**config.mk**
```make
export PLATFORM = sky130hd
export DESIGN_NAME = pwm_ramp_ctrl
export DESIGN_NICKNAME = d
export VERILOG_FILES = /design/src/rtl/pwm_pkg.sv /design/src/rtl/pwm_tick_gen.sv /design/src/rtl/pwm_ramp_ctrl.sv
export SDC_FILE = /design/constraint.sdc
export NUM_CORES = 1
export LEC_CHECK = 0
export CAP_MARGIN = 0
export CORE_ASPECT_RATIO = 0.6
export CORE_MARGIN = 2
export CORE_UTILIZATION = 59
export DETAILED_ROUTE_END_ITERATION = 10
export DONT_BUFFER_PORTS = 1
export GPL_ROUTABILITY_DRIVEN = 0
export PLACE_DENSITY = 0.75
export SETUP_SLACK_MARGIN = 0.1
export SYNTH_ARGS = -nofsm -noshare
export SYNTH_HDL_FRONTEND = slang
export SYNTH_SLANG_ARGS = --single-unit
```
**constraint.sdc**
```tcl
create_clock -name I_clk -period 2.9 [get_ports I_clk]
set_input_delay 0.29 -clock I_clk [delete_from_list [all_inputs] [get_ports I_clk]]
set_output_delay 0.29 -clock I_clk [all_outputs]
set_load 0.005 [all_outputs]
```
**src/rtl/pwm_pkg.sv**
```systemverilog
// -----------------------------------------------------------------------------
// pwm_pkg
// Shared types, widths and helpers for PWM duty-cycle sequencers.
//   PCT_W    : width of a duty-percent value.
//   STEP_W   : width of a per-interval step size.
//   PCT_MAX  : default highest legal duty percent.
//   state_e  : sequencer state (IDLE / RAMP / HOLD).
//   cmd_t    : a latched command (clamped target and step of at least 1).
//   sat_step : one ramp step from cur toward tgt that never overshoots tgt.
// -----------------------------------------------------------------------------
package pwm_pkg;

  localparam int unsigned PCT_W   = 8;
  localparam int unsigned STEP_W  = 4;
  localparam int unsigned PCT_MAX = 100;

  typedef enum logic [1:0] {
    IDLE = 2'd0,
    RAMP = 2'd1,
    HOLD = 2'd2
  } state_e;

  typedef struct packed {
    logic [PCT_W-1:0]  tgt;
    logic [STEP_W-1:0] stp;
  } cmd_t;

  // One step toward the target. The arithmetic is one bit wider than a duty
  // value, so cur+stp cannot wrap and cur-stp is only taken when the distance
  // to the target exceeds the step, i.e. when it cannot go below the target.
  function automatic logic [PCT_W-1:0] sat_step(
    input logic [PCT_W-1:0]  cur,
    input logic [PCT_W-1:0]  tgt,
    input logic [STEP_W-1:0] stp
  );
    logic [PCT_W:0]   c;
    logic [PCT_W:0]   t;
    logic [PCT_W:0]   s;
    logic [PCT_W:0]   diff;
    logic [PCT_W-1:0] res;
    c = {1'b0, cur};
    t = {1'b0, tgt};
    s = (PCT_W+1)'(stp);
    if (t >= c) begin
      diff = t - c;
      res  = (diff <= s) ? tgt : PCT_W'(c + s);
    end else begin
      diff = c - t;
      res  = (diff <= s) ? tgt : PCT_W'(c - s);
    end
    return res;
  endfunction

endpackage

```
**src/rtl/pwm_tick_gen.sv**
```systemverilog
// -----------------------------------------------------------------------------
// pwm_tick_gen
// Interval prescaler. While enabled, the counter runs 0..STEP_TICKS-1 and
// wraps; tick is high for the single cycle in which the counter sits at its
// terminal value, so the consumer acts on the same edge the counter wraps.
// Ports:
//   clk, rst_n : clock, asynchronous active-low reset.
//   en         : count enable.
//   clr        : synchronous clear, takes priority over en.
//   tick       : terminal-count pulse (one cycle per interval).
// -----------------------------------------------------------------------------
module pwm_tick_gen #(
  parameter int unsigned STEP_TICKS = 1_000_000
) (
  input  logic clk,
  input  logic rst_n,
  input  logic en,
  input  logic clr,
  output logic tick
);

  // STEP_TICKS = 1 still needs a one-bit counter that simply stays at 0.
  localparam int unsigned CNT_W = (STEP_TICKS > 1) ? $clog2(STEP_TICKS) : 1;
  localparam logic [CNT_W-1:0] LAST = CNT_W'(STEP_TICKS - 1);

  logic [CNT_W-1:0] cnt;

  assign tick = en && (cnt == LAST);

  // NOTE: state is updated with non-blocking assignments so every flop in the
  // block samples the pre-edge values, independent of statement order.
  always_ff @(posedge clk or negedge rst_n) begin
    if (!rst_n) begin
      cnt <= '0;
    end else if (clr) begin
      cnt <= '0;
    end else if (en) begin
      cnt <= (cnt == LAST) ? '0 : cnt + CNT_W'(1);
    end
  end

endmodule

```
**src/rtl/pwm_ramp_ctrl.sv**
```systemverilog
// -----------------------------------------------------------------------------
// pwm_ramp_ctrl
// Soft-start / soft-stop sequencer for the PWM output module. Duty commands
// arrive on a valid/ready handshake; the duty output walks toward the
// commanded target by a fixed step once per STEP_TICKS-cycle interval and the
// PWM enable is gated on while a non-zero duty is being driven or approached.
//
// Parameters:
//   STEP_TICKS : clock cycles per ramp interval (>= 1).
//   PCT_MAX    : highest legal duty percent; larger targets are clamped.
//
// Ports:
//   I_clk, I_rst_n : clock, asynchronous active-low reset.
//   I_cmd_valid    : command present.
//   O_cmd_ready    : high in IDLE and HOLD, low while ramping.
//   I_cmd_target   : target duty percent.
//   I_cmd_step     : percent change per interval (0 behaves as 1).
//   I_abort        : only with PWM_RAMP_ABORT_EN; immediate stop to IDLE.
//   O_pwm_en       : PWM module enable.
//   O_pwm_percen   : PWM module duty input; changes only at interval ends.
//   O_busy         : high while ramping.
//   O_at_target    : duty equals the latched non-zero target (HOLD).
//   O_clamped      : last accepted target exceeded PCT_MAX (sticky).
//
// Build option: define PWM_RAMP_ABORT_EN to add the I_abort input. Abort beats
// a simultaneous accept and masks O_cmd_ready for that cycle.
// -----------------------------------------------------------------------------
module pwm_ramp_ctrl
  import pwm_pkg::PCT_W, pwm_pkg::STEP_W, pwm_pkg::state_e, pwm_pkg::cmd_t;
  import pwm_pkg::IDLE, pwm_pkg::RAMP, pwm_pkg::HOLD, pwm_pkg::sat_step;
#(
  parameter int unsigned STEP_TICKS = 1_000_000,
  parameter int unsigned PCT_MAX    = pwm_pkg::PCT_MAX
) (
  input  logic              I_clk,
  input  logic              I_rst_n,
  input  logic              I_cmd_valid,
  output logic              O_cmd_ready,
  input  logic [PCT_W-1:0]  I_cmd_target,
  input  logic [STEP_W-1:0] I_cmd_step,
`ifdef PWM_RAMP_ABORT_EN
  input  logic              I_abort,
`endif
  output logic              O_pwm_en,
  output logic [PCT_W-1:0]  O_pwm_percen,
  output logic              O_busy,
  output logic              O_at_target,
  output logic              O_clamped
);

  localparam logic [PCT_W-1:0] PCT_LIMIT = PCT_W'(PCT_MAX);

  state_e           state;
  state_e           next_state;
  cmd_t             cmd_q;
  cmd_t             cmd_in;
  logic             over_max;
  logic             ready_q;
  logic             accept;
  logic             abort;
  logic             tick;
  logic [PCT_W-1:0] step_val;
  logic             en_d;
  logic             busy_d;
  logic             at_target_d;
  logic             ready_d;

`ifdef PWM_RAMP_ABORT_EN
  assign abort = I_abort;
`else
  assign abort = 1'b0;
`endif

  // Ready is a flop; abort only masks it so an aborting cycle never accepts.
  assign O_cmd_ready = ready_q & ~abort;
  assign accept      = I_cmd_valid & O_cmd_ready;

  // Command as it would be latched: clamped target, step of at least 1.
  assign over_max   = (I_cmd_target > PCT_LIMIT);
  assign cmd_in.tgt = over_max ? PCT_LIMIT : I_cmd_target;
  assign cmd_in.stp = (I_cmd_step == '0) ? STEP_W'(1) : I_cmd_step;

  // Every accept restarts the interval, so the first duty change lands
  // exactly STEP_TICKS cycles after the first RAMP cycle.
  pwm_tick_gen #(
    .STEP_TICKS (STEP_TICKS)
  ) u_tick_gen (
    .clk   (I_clk),
    .rst_n (I_rst_n),
    .en    (state == RAMP),
    .clr   (accept | abort),
    .tick  (tick)
  );

  assign step_val = sat_step(O_pwm_percen, cmd_q.tgt, cmd_q.stp);

  // ---------------------------------------------------------------------------
  // State register, together with the registered status outputs derived from
  // the next state so they line up with the state they describe.
  // ---------------------------------------------------------------------------
  always_ff @(posedge I_clk or negedge I_rst_n) begin
    if (!I_rst_n) begin
      state       <= IDLE;
      O_pwm_en    <= 1'b0;
      O_busy      <= 1'b0;
      O_at_target <= 1'b0;
      ready_q     <= 1'b0;
    end else begin
      state       <= next_state;
      O_pwm_en    <= en_d;
      O_busy      <= busy_d;
      O_at_target <= at_target_d;
      ready_q     <= ready_d;
    end
  end

  // ---------------------------------------------------------------------------
  // Next-state logic. Arrival is decided on the interval edge that makes the
  // duty equal the target, so state and duty move on the same edge.
  // ---------------------------------------------------------------------------
  always_comb begin
    // NOTE: default assignment first so no path through the case leaves
    // next_state unassigned, which would otherwise infer a latch.
    next_state = state;
    unique case (state)
      IDLE: begin
        if (accept && (cmd_in.tgt != '0)) next_state = RAMP;
      end
      RAMP: begin
        if (tick && (step_val == cmd_q.tgt)) begin
          next_state = (cmd_q.tgt == '0) ? IDLE : HOLD;
        end
      end
      HOLD: begin
        if (accept && (cmd_in.tgt != O_pwm_percen)) next_state = RAMP;
      end
      default: next_state = IDLE;
    endcase
    if (abort) next_state = IDLE;
  end

  // ---------------------------------------------------------------------------
  // Output decode (registered in the state register above).
  // ---------------------------------------------------------------------------
  always_comb begin
    en_d        = (next_state != IDLE);
    busy_d      = (next_state == RAMP);
    at_target_d = (next_state == HOLD);
    ready_d     = (next_state != RAMP);
  end

  // ---------------------------------------------------------------------------
  // Datapath: latched command, duty value and sticky clamp flag. Abort and
  // accept never coincide because abort masks ready.
  // ---------------------------------------------------------------------------
  always_ff @(posedge I_clk or negedge I_rst_n) begin
    if (!I_rst_n) begin
      cmd_q        <= '0;
      O_pwm_percen <= '0;
      O_clamped    <= 1'b0;
    end else begin
      if (accept) begin
        cmd_q     <= cmd_in;
        O_clamped <= over_max;
      end
      if (abort) begin
        O_pwm_percen <= '0;
      end else if ((state == RAMP) && tick) begin
        O_pwm_percen <= step_val;
      end
    end
  end

endmodule
```
==> metrics.cfg <==
[outcome]
outcome = complete, but fails checks
violations = negative setup slack

[floorplan]
core_area_mm2 = 0.00671
dieHeight_um = 68.7
rows = 23
start_util_pct = 61.4
die-area_mm2 = 0.00768
ioPinCount = 28
die_w_um = 112

[yosys]
synth_edf_count = 0
synth_nets = 548
synth.avg_cell_area_um2 = 8.30
ys_ff_latch = 47
synth_cell_type_count = 66
synth_seq_area_share_pct = 28.6
synthArstFlopShare_pct = 100
netlist_instances = 496
netlist_area_mm2 = 0.00412
yosys_warnings = 0
ys.flop_type = dfrtp_1

[routing]
wl_per_cell_um = 20.3
drc = 0
num_vias = 4152
first_pass_iters = 5
drt_wl_total_mm = 13.1
viasPerCell = 6.47
drt_iter0_markers = 446
antenna_left = 0

[power]
vdd_ir_drop_max_uv = 594
leakagePower_nw = 2.22
p_per_area_mw_per_mm2 = 1030

[clocking]
cts-root-buf = clkbuf_16
cts_sinks = 47
clk_pin_slew_worst_paths_ps = 70
clockBufferDepth = 2
htreeDepth = 2
clock_latency_ps = 300
numCtsBuffers = 5
cts_tree = done

[layout]
final_cell_area_mm2 = 0.00504
fill_cells = 489
area_delta_synth_final_pct = 22.6
fin_nets = 606
antennaDiodeCount = 0
layout-drive-gt1-share_pct = 22.2

[timing]
clock.fmax_mhz = 300
finalSetupViolations = 14
rsz0062_at_grt = true
max_slew_margin_pct = 30.4
fin_skew_ps = 5.52
finalCritPeriodShare_pct = 115
worst_slack_ps = -434
report.final.slew_viol_count = 0
tightest_slew_ps = 1030
fin_crit_ps = 3330
hold_viol_final = 0

[global_route]
first_global_vias = 3734
grt_remaining_overflow = 0
track_usage_pct = 33.8
grt_pass1_wl_mm = 19.7
antenna_found_initial = 0
grt_max_degree = 48

[place]
post-place-ws_ps = -349
portBuffers = 0
hpwl_mm = 9.51
place_area_mm2 = 0.00465

[setup_path]
regToRegSetupSlack_ps = -430
cp.arrival_ps = 3510
required_ps = 3080
worstPathMaxFanout = 3
start_kind = register
worstSetupPathType = register to register
startpoint = cmd_q[4]
rr_startpoint = cmd_q[4]
crit_path_end_kind = register

[hold_path]
worstHoldStart = I_cmd_step[1]
hold_class = input pin to register

[job]
drv_cap = 0

-- timing repair --
| item | CTS | global route |
|---|---|---|
| pin swaps | 13 | 16 |
| hold buffers | 2 | 0 |
| resized for setup | 14 | 22 |
| hold endpoints to repair | 47 | 0 |
| endpoints found under the setup margin | 14 | 14 |
| setup buffers | 3 | 2 |
-- cells in the final DEF (no fill, tap or decap), types with 4 or more instances in the layout --
master     count
a21oi_2        4
clkbuf_16      5
ha_1          31
nor4_1         5
o31a_1         4
buf_4         65
nor3_1        10
o31ai_1        7
nand2_1       50
nor2b_1        6
nand4_1       11
o22ai_1        5
o21a_1        11
o21ai_2        4
nor2_1        37
o21ai_0       30
a21oi_1       30
inv_1         30
nand2b_1       8
xor2_1        18
a21o_1         6
nand3_1       11
dfrtp_1       44
and3_1         4
o21ai_1        7
or3_1          4
xnor2_1       20
-- path summary, 6_finish.rpt --
kind / endpoint / depth (start not counted)
min in group asynchronous: O_pwm_percen[7] / 2
min reg2reg: O_clamped / 2
max reg2reg: O_pwm_en / 13
max: O_pwm_en / 13
min: cmd_q[1] / 2
max in group asynchronous: O_pwm_percen[2] / 2
-- worst max-delay path: stages (launching register included) --
cell       delay, ps
dfrtp_1          410
buf_4            150
ha_1             210
fa_2             520
inv_1             40
ha_1             290
a21oi_2          120
o21a_1           170
o221ai_2         160
o211ai_1         340
buf_4            190
o2111ai_4        120
o41ai_2          370
nand3_1          120
-- stage by stage --
step	total power [mW]	util, %	TNS (ps)	cells	hold WS [ps]
after global placement	3.85	69.4	-1950	628	-4.38
after global routing	5.48	75.2	-5220	642	124
final	5.22	75.2	-4140	642	106
after detailed placement	3.97	69.4	-2940	628	-4.44
after CTS	4.80	73.5	-3040	640	108
after floorplan	2.96	-	-548	496	-5.59
-- flip-flops by register name, indices dropped and copies added (netlist names), 2 cells and up --
name            count
cmd_q              12
u_tick_gen.cnt     20
O_pwm_percen        8
state               2
-- cells by family (layout without fill, tap and decap cells) --
| kind of cell | count (synthesis) | in the layout | share of synthesized area, % |
|---|---|---|---|
| buf+inv | 53 | 112 | 5.35 |
| simple gates | 170 | 170 | 20.8 |
| flops | 47 | 47 | 28.6 |
| mux | 4 | 4 | 1.03 |
| xor+xnor | 38 | 38 | 8.09 |
| fa+ha+maj | 37 | 37 | 12.0 |
| compound gates | 147 | 147 | 24.2 |
-- cell type report --
class,count,area (um2),area share [%]
Clock buffer,6,139,2.75
Clock inverter,2,16.3,0.322
Inverter,33,124,2.46
Multi-Input combinational cell,396,2900,57.5
Sequential cell,47,1180,23.4
Tap cell,87,109,2.16
Timing Repair Buffer,71,574,11.4
-- report_power, final --
| group | internal [mW] | switching [mW] |
|---|---|---|
| Clock | 0.345 | 0.281 |
| Combinational | 1.68 | 1.99 |
| Sequential | 0.793 | 0.138 |
-- cell usage after synthesis (all sizes together), types with 2 or more instances --
cell type,instances,area [um2]
nand2,50,188
dfrtp,47,1180
o21ai,41,209
nor2,38,143
a21oi,34,174
ha,33,413
inv,33,124
xnor2,20,175
xor2,18,158
nor3,13,76.3
buf,12,66.3
o21a,12,90.1
nand3,11,55.1
nand4,11,68.8
clkbuf,8,30.0
nand2b,8,50.1
nor2b,8,50.1
o31ai,8,73.8
o22ai,7,43.8
a21o,6,45.0
and3,5,36.3
nor4,5,31.3
or3,5,36.3
fa,4,80.1
o221ai,4,35.0
o31a,4,35.0
o32ai,4,35.0
or2,4,25.0
a211oi,3,22.5
nor3b,3,22.5
nor4b,3,26.3
o211ai,3,22.5
a41oi,2,17.5
mux2,2,22.5
mux2i,2,20.0
nand3b,2,15.0
o2111ai,2,17.5
o22a,2,17.5
o41ai,2,17.5
-- metal layers --
metal / vias up / part of all wire [%] / track usage, %
met4: 0 / 1.9 / 8.02
met2: 267 / 41 / 49.7
met5: - / 0 / 0
met1: 1952 / 43 / 48.9
li1: 1904 / - / -
met3: 29 / 14 / 10.2
Note: power is estimated with default switching activity, not from simulation.
